### config.mk
export PLATFORM = sky130hd
export DESIGN_NAME = tx_mutex_arbiter
export DESIGN_NICKNAME = d
export VERILOG_FILES = /design/src/rtl/tx_mutex_arbiter.sv
export SDC_FILE = /design/constraint.sdc
export NUM_CORES = 1
export LEC_CHECK = 0
export BUFFER_PORTS_ARGS = -buffer_cell sky130_fd_sc_hd__clkbuf_2
export CORE_ASPECT_RATIO = 1.75
export CORE_MARGIN = 10
export CORE_UTILIZATION = 64
export CTS_CLUSTER_SIZE = 20
export DETAILED_ROUTE_END_ITERATION = 10
export GPL_ROUTABILITY_DRIVEN = 1
export PLACE_DENSITY = 0.95
export REMOVE_ABC_BUFFERS = 1
export SLEW_MARGIN = 40
export SYNTH_ARGS = -nofsm -noshare
export SYNTH_HDL_FRONTEND = slang
export SYNTH_SLANG_ARGS = --single-unit
export TNS_END_PERCENT = 20
### constraint.sdc
create_clock -name clk -period 5.7 [get_ports clk]
set_input_delay 0.57 -clock clk [delete_from_list [all_inputs] [get_ports clk]]
set_output_delay 0.57 -clock clk [all_outputs]
set_load 0.02 [all_outputs]
### src/rtl/tx_mutex_arbiter.sv
// Atomic multi-port mutex arbiter for the shared PHY-TX FIFOs.
// Round-robin selection with a head reservation, so a broadcast requester cannot be starved.
module tx_mutex_arbiter #(
  parameter int NUM_REQ  = 4,
  parameter int NUM_PORT = 4,
  parameter int MAX_HOLD = 4096,
  localparam int PTR_W   = (NUM_REQ > 1) ? $clog2(NUM_REQ) : 1,
  localparam int CNT_W   = $clog2(MAX_HOLD + 1)
) (
  input  logic                        clk,
  input  logic                        rst,
  input  logic [NUM_REQ*NUM_PORT-1:0] mutex_req,
  output logic [NUM_REQ*NUM_PORT-1:0] mutex_val,
  output logic [NUM_PORT-1:0]         port_busy,
  output logic [NUM_REQ-1:0]          proto_err,
  output logic [NUM_REQ-1:0]          timeout_err,
  input  logic                        err_clr,
  output logic [PTR_W-1:0]            o_dbg_rr_ptr,
  output logic [2*NUM_REQ-1:0]        o_dbg_state
);

  // Handshake: requester i holds mutex_req[i] and owns the ports once its mutex_val slice
  // equals it (all bits at once); clearing request bits releases them at the next edge.
  typedef enum logic [1:0] {
    ST_IDLE = 2'd0,
    ST_WAIT = 2'd1,
    ST_HOLD = 2'd2
  } req_state_e;

  logic [NUM_REQ*NUM_PORT-1:0] r_val;
  logic [NUM_PORT-1:0]         r_busy;
  logic [NUM_REQ-1:0]          r_perr;
  logic [NUM_REQ-1:0]          r_tmo;
  logic [PTR_W-1:0]            r_rr;
  logic [CNT_W-1:0]            r_cnt [NUM_REQ];

  logic [NUM_PORT-1:0]         w_req [NUM_REQ];
  logic [NUM_PORT-1:0]         w_val [NUM_REQ];
  req_state_e                  w_state [NUM_REQ];
  logic [NUM_REQ-1:0]          w_elig;
  logic [NUM_PORT-1:0]         w_owned;
  logic [NUM_PORT-1:0]         w_reserved;
  logic                        w_gnt_vld;
  logic [PTR_W-1:0]            w_gnt_idx;
  logic [NUM_REQ*NUM_PORT-1:0] w_val_nxt;
  logic [NUM_PORT-1:0]         w_busy_nxt;
  logic [NUM_REQ-1:0]          w_perr_set;
  logic [NUM_REQ-1:0]          w_tmo_set;
  logic [CNT_W-1:0]            w_cnt_nxt [NUM_REQ];
  logic [PTR_W-1:0]            w_rr_nxt;

  always_comb begin
    w_owned     = '0;
    o_dbg_state = '0;
    for (int i = 0; i < NUM_REQ; i++) begin
      w_req[i] = mutex_req[i*NUM_PORT +: NUM_PORT];
      w_val[i] = r_val[i*NUM_PORT +: NUM_PORT];
      w_owned  = w_owned | w_val[i];
      if (w_val[i] != '0)      w_state[i] = ST_HOLD;
      else if (w_req[i] != '0) w_state[i] = ST_WAIT;
      else                     w_state[i] = ST_IDLE;
      o_dbg_state[i*2 +: 2] = w_state[i];
    end
    for (int i = 0; i < NUM_REQ; i++) begin
      w_elig[i] = (w_state[i] == ST_WAIT) && ((w_req[i] & w_owned) == '0);
    end
  end

  // A blocked waiting head reserves its ports so later requesters cannot keep them busy.
  always_comb begin
    int j;
    j          = 0;
    w_reserved = ((w_state[r_rr] == ST_WAIT) && !w_elig[r_rr]) ? w_req[r_rr] : '0;
    w_gnt_vld  = 1'b0;
    w_gnt_idx  = r_rr;
    if (w_elig[r_rr]) begin
      w_gnt_vld = 1'b1;
    end else begin
      for (int k = 1; k < NUM_REQ; k++) begin
        j = int'(r_rr) + k;
        if (j >= NUM_REQ) j = j - NUM_REQ;
        if (!w_gnt_vld && w_elig[j] && ((w_req[j] & w_reserved) == '0)) begin
          w_gnt_vld = 1'b1;
          w_gnt_idx = PTR_W'(j);
        end
      end
    end
  end

  always_comb begin
    w_val_nxt  = '0;
    w_busy_nxt = '0;
    w_perr_set = '0;
    w_tmo_set  = '0;
    w_cnt_nxt  = '{default: '0};
    for (int i = 0; i < NUM_REQ; i++) begin
      if (w_gnt_vld && (w_gnt_idx == PTR_W'(i))) w_val_nxt[i*NUM_PORT +: NUM_PORT] = w_req[i];
      else w_val_nxt[i*NUM_PORT +: NUM_PORT] = w_val[i] & w_req[i];
      w_busy_nxt = w_busy_nxt | w_val_nxt[i*NUM_PORT +: NUM_PORT];
      if (w_state[i] == ST_HOLD) begin
        w_perr_set[i] = (w_req[i] & ~w_val[i]) != '0;
        if (r_cnt[i] == CNT_W'(MAX_HOLD)) w_cnt_nxt[i] = r_cnt[i];
        else                              w_cnt_nxt[i] = r_cnt[i] + 1'b1;
        w_tmo_set[i] = (w_cnt_nxt[i] == CNT_W'(MAX_HOLD));
      end
    end
    w_rr_nxt = r_rr;
    if ((w_state[r_rr] != ST_WAIT) || (w_gnt_vld && (w_gnt_idx == r_rr))) begin
      w_rr_nxt = (r_rr == PTR_W'(NUM_REQ - 1)) ? '0 : r_rr + 1'b1;
    end
  end

  always_ff @(posedge clk) begin
    if (rst) begin
      r_val  <= '0;
      r_busy <= '0;
      r_perr <= '0;
      r_tmo  <= '0;
      r_rr   <= '0;
      for (int i = 0; i < NUM_REQ; i++) r_cnt[i] <= '0;
    end else begin
      r_val  <= w_val_nxt;
      r_busy <= w_busy_nxt;
      r_perr <= (err_clr ? '0 : r_perr) | w_perr_set;
      r_tmo  <= (err_clr ? '0 : r_tmo) | w_tmo_set;
      r_rr   <= w_rr_nxt;
      for (int i = 0; i < NUM_REQ; i++) r_cnt[i] <= w_cnt_nxt[i];
    end
  end

  assign mutex_val    = r_val;
  assign port_busy    = r_busy;
  assign proto_err    = r_perr;
  assign timeout_err  = r_tmo;
  assign o_dbg_rr_ptr = r_rr;

endmodule
==> results_dict.tcl, run 1 <==
set metrics [dict create \
    crit_path_launch_type "register" \
    ctsLongestPathBuffers 2 \
    synth_fa_ha_area_frac 0.0211 \
    worst_case_clock_skew_ns 0.00627 \
    drc_errors 0 \
    leakage_nw 2.30 \
    post-dp-hpwl_um 11700 \
    timing.final.hold_violations 0 \
    power.total_w 0.00447 \
    cts.reportedPaths.clkPinSlew_ns 0.06 \
    worstReg2RegEnd "port_busy[1]" \
    grt-busiest-layer "met2" \
    critPathKind "register to register" \
    start_util 0.650 \
    most_frequent_standard_cell_in_the_layout_excluding_fill_and_tap_cells "nor2_1" \
    ys_warn_count 0 \
    clock_latency_ns 0.34 \
    cts_resized 0 \
    first_pass_grt_wire_length_um 25600 \
    viasPerCell 6.79 \
    finalCritPeriodShare 0.721 \
    drtAntennaViolNets 0 \
    cts_root_buf "clkbuf_16" \
    mostFrequentLayoutCells "nor2_1, dfxtp_1, clkbuf_2" \
    syn_to_final_growth_pct 11.0 \
    grt_max_degree 25 \
    cts.sinks 82 \
    fillCellCount 629 \
    postSynthRegisterBits 82 \
    synthSimpleGateAreaFrac 0.257 \
    worstHoldEndpoint "timeout_err[2]" \
    synth_seq_area_share 0.308 \
    drt_first_pass_iters 5 \
    post_synth_xor_area_fraction 0.0936 \
    rows 44 \
    grt_use_total 0.255 \
    num_antenna_cells 0 \
    endpoint_kind "register" \
    placeableCoreArea_um2 8200 \
    dr.first_iter.drc_count 520 \
    synthesis.instances 655 \
    gp_congestion 0.950 \
    outcome "finished, final reports clean" \
    synth_top_family_by_area "simple AND/OR/NAND/NOR gates" \
    number_of_antenna_violations_at_the_first_check_in_global_routing 0 \
    rsz_0062_raised_after_global_routing "no" \
    drive_gt1_frac 0.158 \
    worst-endpoint-arrival_ns 4.37 \
    final.min_clock_period_ns 4.11 \
    final.setup.tns_ns 0 \
    synth.area.mux_share 0.0673 \
    globalRouteOverflowTotal 0 \
    max_slew_violations 0 \
    reg2reg_slack_ns 1.59 \
    via_count_of_the_first_global_routing_pass 5260 \
    numnets_final 713 \
    postRouteWirelength_um 15700 \
    worstHoldStart "timeout_err[2]" \
    worstSetupStartpoint "o_dbg_rr_ptr[1]" \
    powerDensity_nw_per_um2 754 \
    netlist-cell-type-count 72 \
    max_clock_freq_mhz 243 \
    worst_slew_pin_slew_ns 0.795 \
    worst_slew_margin_rel 0.466 \
    async_reset_ff_frac 0 \
    cts_hold_buffers 0 \
    multi_input_comb_area_um2 3360 \
    fp.dieH_um 141 \
    worst_ir_drop_vdd_mv 0.448 \
    critical_path_required_ns 5.96 \
    cts_tree "built" \
    cts_buffers 9 \
    cell_area_after_layout_um2 5920 \
    met1_usage 0.274 \
    synth_edf_count 0 \
    max-cap-violations 0 \
    min-delay-path-class "register to register" \
    maximum_fanout_encountered_on_the_critical_timing_path 19 \
    buffer_ports.inserted 56 \
    wire_per_inst_um 20.1 \
    num_vias 5312 \
    die_area_um2 12500 \
    synthesis.area_per_instance_um2 8.14 \
    setup_viol_count_final 0 \
    mappedNetlistArea_um2 5330 \
    ys.flop_type "dfxtp_1" \
    area.sequential_um2 1640 \
    hold_path_depth 2 \
    die_w_um 89.0 \
    worstRegToRegCells 10 \
    dpl_cell_area_um2 5570 \
    synth_compound_gate_area_share 0.190 \
    gr-usage-met3 0.0687 \
    ios 57 \
    cts-htree-levels 3 \
    gr_met2_demand_resource 0.435 \
    post-cts-setup-buffers 0 \
    reg2reg_from "o_dbg_rr_ptr[1]" \
]
## cells in the mapped netlist, drive strengths merged, types with 2 or more instances
| cell type | count | area (um^2) |
|---|---|---|
| or3 | 5 | 31.3 |
| o211ai | 2 | 15.0 |
| a21oi | 18 | 90.1 |
| mux4 | 13 | 293 |
| a211oi | 3 | 27.5 |
| o21ai | 25 | 129 |
| nor3 | 19 | 95.1 |
| nand2 | 43 | 161 |
| buf | 9 | 56.3 |
| nand4 | 18 | 113 |
| o211a | 3 | 30.0 |
| xnor2 | 29 | 254 |
| xor2 | 28 | 245 |
| or4 | 3 | 30.0 |
| a22o | 3 | 26.3 |
| and3 | 13 | 81.3 |
| inv | 44 | 165 |
| o22ai | 5 | 31.3 |
| a32o | 4 | 41.3 |
| nor2b | 8 | 50.1 |
| a31oi | 9 | 56.3 |
| nor4b | 6 | 52.6 |
| o2111ai | 4 | 35.0 |
| mux2 | 5 | 56.3 |
| o21bai | 2 | 15.0 |
| a21boi | 2 | 15.0 |
| o31ai | 3 | 22.5 |
| dfxtp | 82 | 1640 |
| nand3b | 3 | 22.5 |
| nor2 | 100 | 378 |
| a22oi | 14 | 110 |
| nor4 | 14 | 119 |
| a32oi | 7 | 68.8 |
| and4 | 5 | 43.8 |
| and2 | 5 | 31.3 |
| a211o | 3 | 26.3 |
| ha | 9 | 113 |
| o41ai | 16 | 140 |
| nand3 | 26 | 130 |
| clkbuf | 29 | 110 |
| a221oi | 2 | 35.0 |
## cells by family (layout without fill, tap and decap cells)
group / Yosys count / after routing
simple gates: 271 / 271
xor+xnor: 57 / 57
mux: 19 / 19
flops: 82 / 82
fa+ha+maj: 9 / 9
buf+inv: 83 / 118
compound gates: 134 / 134
## power by group
group	leakage, nW	internal (W)	total, W	switching (W)
Clock	0.172	0.000444	0.000683	0.000240
Combinational	1.46	0.00109	0.00294	0.00185
Sequential	0.665	0.000672	0.000842	0.000170
Total	2.30	0.00220	0.00447	0.00226
## routing by layer
layer	vias up	routed length, um
met5	-	0
met1	2514	5690
met2	287	7990
li1	2449	-
met3	62	1330
met4	0	692
## flip-flops by register name (all words and copies together), names as in the netlist
register / count
timeout_err: 4
mutex_val: 16
o_dbg_rr_ptr: 2
proto_err: 4
port_busy: 4
r_cnt: 52
## metrics by stage
| step | hold WS (ns) | cells | setup WS, ns | utilization |
|---|---|---|---|---|
| detailed placement | 0.461 | 766 | 1.69 | 0.679 |
| finish | 0.476 | 782 | 1.59 | 0.722 |
| global placement | 0.448 | 766 | 1.84 | 0.679 |
| floorplan | 0.480 | 617 | 1.91 | - |
| CTS | 0.471 | 782 | 1.66 | 0.722 |
| global route | 0.496 | 782 | 1.41 | 0.722 |
## critical path: stages, from the launching register on
cell and delay [ns]:
dfxtp_1 0.77, ha_1 0.72, mux4_2 0.59, a22o_1 0.24, a221oi_1 0.32, a21oi_1 0.16, o32a_1 0.38, o21a_2 0.15
a221oi_4 0.40, o21ai_1 0.14, o2111ai_1 0.13
## final cells by class
type,instances,area share
clock buffer,11,0.0410
clock inverter,5,0.0186
inverter,45,0.0285
multi-input combinational,490,0.567
sequential,82,0.277
tap,92,0.0194
timing repair buffer,57,0.0486
## how the worst max path moves through the flow
stage	end	slack, ns	cells past startpoint
3_3_place_gp	port_busy[1]	1.84	10
3_5_place_dp	port_busy[1]	1.69	10
6_report	port_busy[1]	1.59	10
4_1_cts	port_busy[1]	1.66	10
2_1_floorplan	port_busy[2]	1.91	10
5_1_grt	port_busy[1]	1.41	10
No activity file was read; power rests on OpenSTA's default activity.
==> run 2, diff against run 1 <==
ABC_AREA = 1   (was unset)
CORE_UTILIZATION = 59   (was 64)
PLACE_DENSITY = 0.9   (was 0.95)
clock period = 4 ns   (was 5.7 ns; I/O delays follow)
==> run 2 against run 1 <==
Effect of this change:
- die area fell by 1.3%
- via count fell by 7.7%
- fmax rose by 28%
==> results_dict.tcl, run 2 <==
set metrics [dict create \
    post_synth_xor_area_fraction 0.0851 \
    postRouteWirelength_um 13700 \
    start_util 0.608 \
    leakage_nw 2.64 \
    ys_warn_count 0 \
    min-delay-path-class "primary input to register" \
    setup_ws_ns 0.787 \
    synth_top_cell_area_share 0.339 \
    largest_reg_by_ff_count "r_cnt" \
    crit_top_cell "nand2_1" \
    cts_root_buf "clkbuf_16" \
    drc_errors 0 \
    via_count_of_the_first_global_routing_pass 4917 \
    ys.flop_type "dfxtp_1" \
    maximum_fanout_encountered_on_the_critical_timing_path 14 \
    synth_fa_ha_area_frac 0.0233 \
    num_vias 4903 \
    gp_congestion 1.03 \
    critical-path-max-stage-delay_ns 0.57 \
    ios 57 \
    numnets_final 804 \
    largest_reg_flops 52 \
    synth_compound_gate_area_share 0.0719 \
    cts-htree-levels 3 \
    wire_per_inst_um 15.8 \
    finalCritPeriodShare 0.803 \
    async_reset_ff_frac 0 \
    slowest_stage "ha_1" \
    worst_ir_drop_vdd_mv 0.806 \
    synthesis.instances 722 \
    max_clock_freq_mhz 311 \
    dr.first_iter.drc_count 352 \
    drtAntennaViolNets 0 \
    die_area_um2 12400 \
    clock_latency_ns 0.34 \
    mostFrequentLayoutCells "nand2_1, nor2_1, inv_1" \
    grt_max_degree 31 \
    cts_buffers 9 \
    ys_top_cells_by_area "dfxtp_1, nand2_1, nor2_1" \
    powerDensity_nw_per_um2 992 \
    cts_tree "built" \
    critPathKind "register to register" \
    worst_slew_pin_slew_ns 0.635 \
    viasPerCell 5.63 \
    crit_path_launch_type "register" \
    buffer_ports.inserted 56 \
    placeableCoreArea_um2 7960 \
    number_of_antenna_violations_at_the_first_check_in_global_routing 0 \
    crit_chain "ha_1 > clkinv_1 > nand2_1 > o21ai_0 > nor2_1 > nor2_4 > nand3_4 > nand2_1 > nor3_1 > a21oi_2 > nand2_1 > nand2_1 > nand2_1 > nand2_1 > nor2_1 > nor2_1" \
    synth_top_family_by_area "simple AND/OR/NAND/NOR gates" \
    die_w_um 88.5 \
    globalRouteOverflowTotal 0 \
    drt_first_pass_iters 6 \
    most_frequent_standard_cell_in_the_layout_excluding_fill_and_tap_cells "nand2_1" \
    critical_path_required_ns 4.20 \
    worst-endpoint-arrival_ns 3.41 \
    cts.sinks 82 \
    drive_gt1_frac 0.150 \
    timing.final.hold_violations 0 \
    first_pass_grt_wire_length_um 22800 \
    ys_top_cells_by_count "nand2_1, nor2_1, inv_1" \
    final.setup.tns_ns 0 \
    synth.area.mux_share 0.0124 \
    num_antenna_cells 0 \
    endpoint_kind "register" \
    outcome "finished, final reports clean" \
    syn_to_final_growth_pct 13.9 \
    max_slew_violations 0 \
    power.total_w 0.00547 \
    cts_hold_buffers 0 \
    cts.reportedPaths.clkPinSlew_ns 0.06 \
    rsz_0062_raised_after_global_routing "no" \
    netlist-cell-type-count 40 \
    dpl_cell_area_um2 5170 \
    rows 43 \
    synth_edf_count 0 \
    setup_viol_count_final 0 \
    mappedNetlistArea_um2 4840 \
    fp.dieH_um 140 \
    pre_cts_ws_ns 0.894 \
    netlist.top_cell.by_area "dfxtp_1" \
    ctsLongestPathBuffers 2 \
    synth_seq_area_share 0.339 \
    cts_resized 0 \
    postSynthRegisterBits 82 \
    cell_area_after_layout_um2 5510 \
    grt_use_total 0.230 \
    synthSimpleGateAreaFrac 0.374 \
    worst_case_clock_skew_ns 0.00842 \
    post-cts-setup-buffers 0 \
    post-dp-hpwl_um 10900 \
    final.min_clock_period_ns 3.21 \
    max-cap-violations 0 \
    synthesis.area_per_instance_um2 6.70 \
    worst_slew_margin_rel 0.577 \
    yosys.cell_count.top_type "nand2_1" \
]
-- run 2: cell types whose count changed after synthesis, sizes merged, moves of 9 or more --
cell,before,now
nand2,43,177
mux4,13,0
nor2,100,137
a22oi,14,0
and3,13,2
nor3,19,10
clkbuf,29,9
o41ai,16,0
xor2,28,38
xnor2,29,9
inv,44,101
nand3,26,39
a31oi,9,0
-- run 2: cell type report --
class	instances	area [um^2]
multi-input cells	523	2740
fillers	670	2450
flip-flops and latches	82	1640
inverters	103	389
repair buffers	57	288
clock buffers	12	267
well taps	90	113
clock inverters	4	72.6
-- run 2: worst paths after layout --
kind / start / end / slack, ns / cells after the start
worst min register to register: timeout_err[2] / timeout_err[2] / 0.47 / 2
worst max register to register: o_dbg_rr_ptr[1] / port_busy[0] / 0.79 / 16
worst min-delay path: mutex_req[8] / mutex_val[8] / 0.34 / 3
worst max-delay path: o_dbg_rr_ptr[1] / port_busy[0] / 0.79 / 16
-- run 2: critical path: cells and delay by family, from the launching register on --
kind	cells	cell delay [ns]
adder cells (fa/ha/maj)	1	0.57
buffers and inverters	1	0.34
AND/OR/NAND/NOR	12	1.57
AO/OA/AOI/OAI	2	0.16
flip-flops	1	0.44
-- run 2: logic make-up (layout without fill, tap and decap cells) --
group	count (synthesis)	in the layout
AND/OR/NAND/NOR	405	405
buffers and inverters	117	176
flip-flops	82	82
AO/OA/AOI/OAI	56	56
XOR/XNOR	47	47
adder cells (fa/ha/maj)	9	9
multiplexers	6	6
-- run 2: where the power goes --
group          switching (W)  internal (W)  total [W]  leakage, nW
clock network       0.000324      0.000596   0.000920        0.165
registers           0.000106      0.000931    0.00104        0.664
logic                0.00243       0.00107    0.00351         1.81
-- run 2: stage by stage --
stage	hold WS [ns]	util	std cells
after floorplan	0.469	-	708
after global placement	0.453	0.650	855
after detailed placement	0.470	0.650	855
after CTS	0.336	0.692	871
after global routing	0.368	0.692	871
final	0.344	0.692	871
-- run 2: per-layer routing --
metal,global-route usage,up-vias,part of all wire
met5,0,-,0
met4,0.149,0,0.056
met3,0.0561,59,0.064
met2,0.405,195,0.53
met1,0.229,2262,0.35
li1,-,2387,-
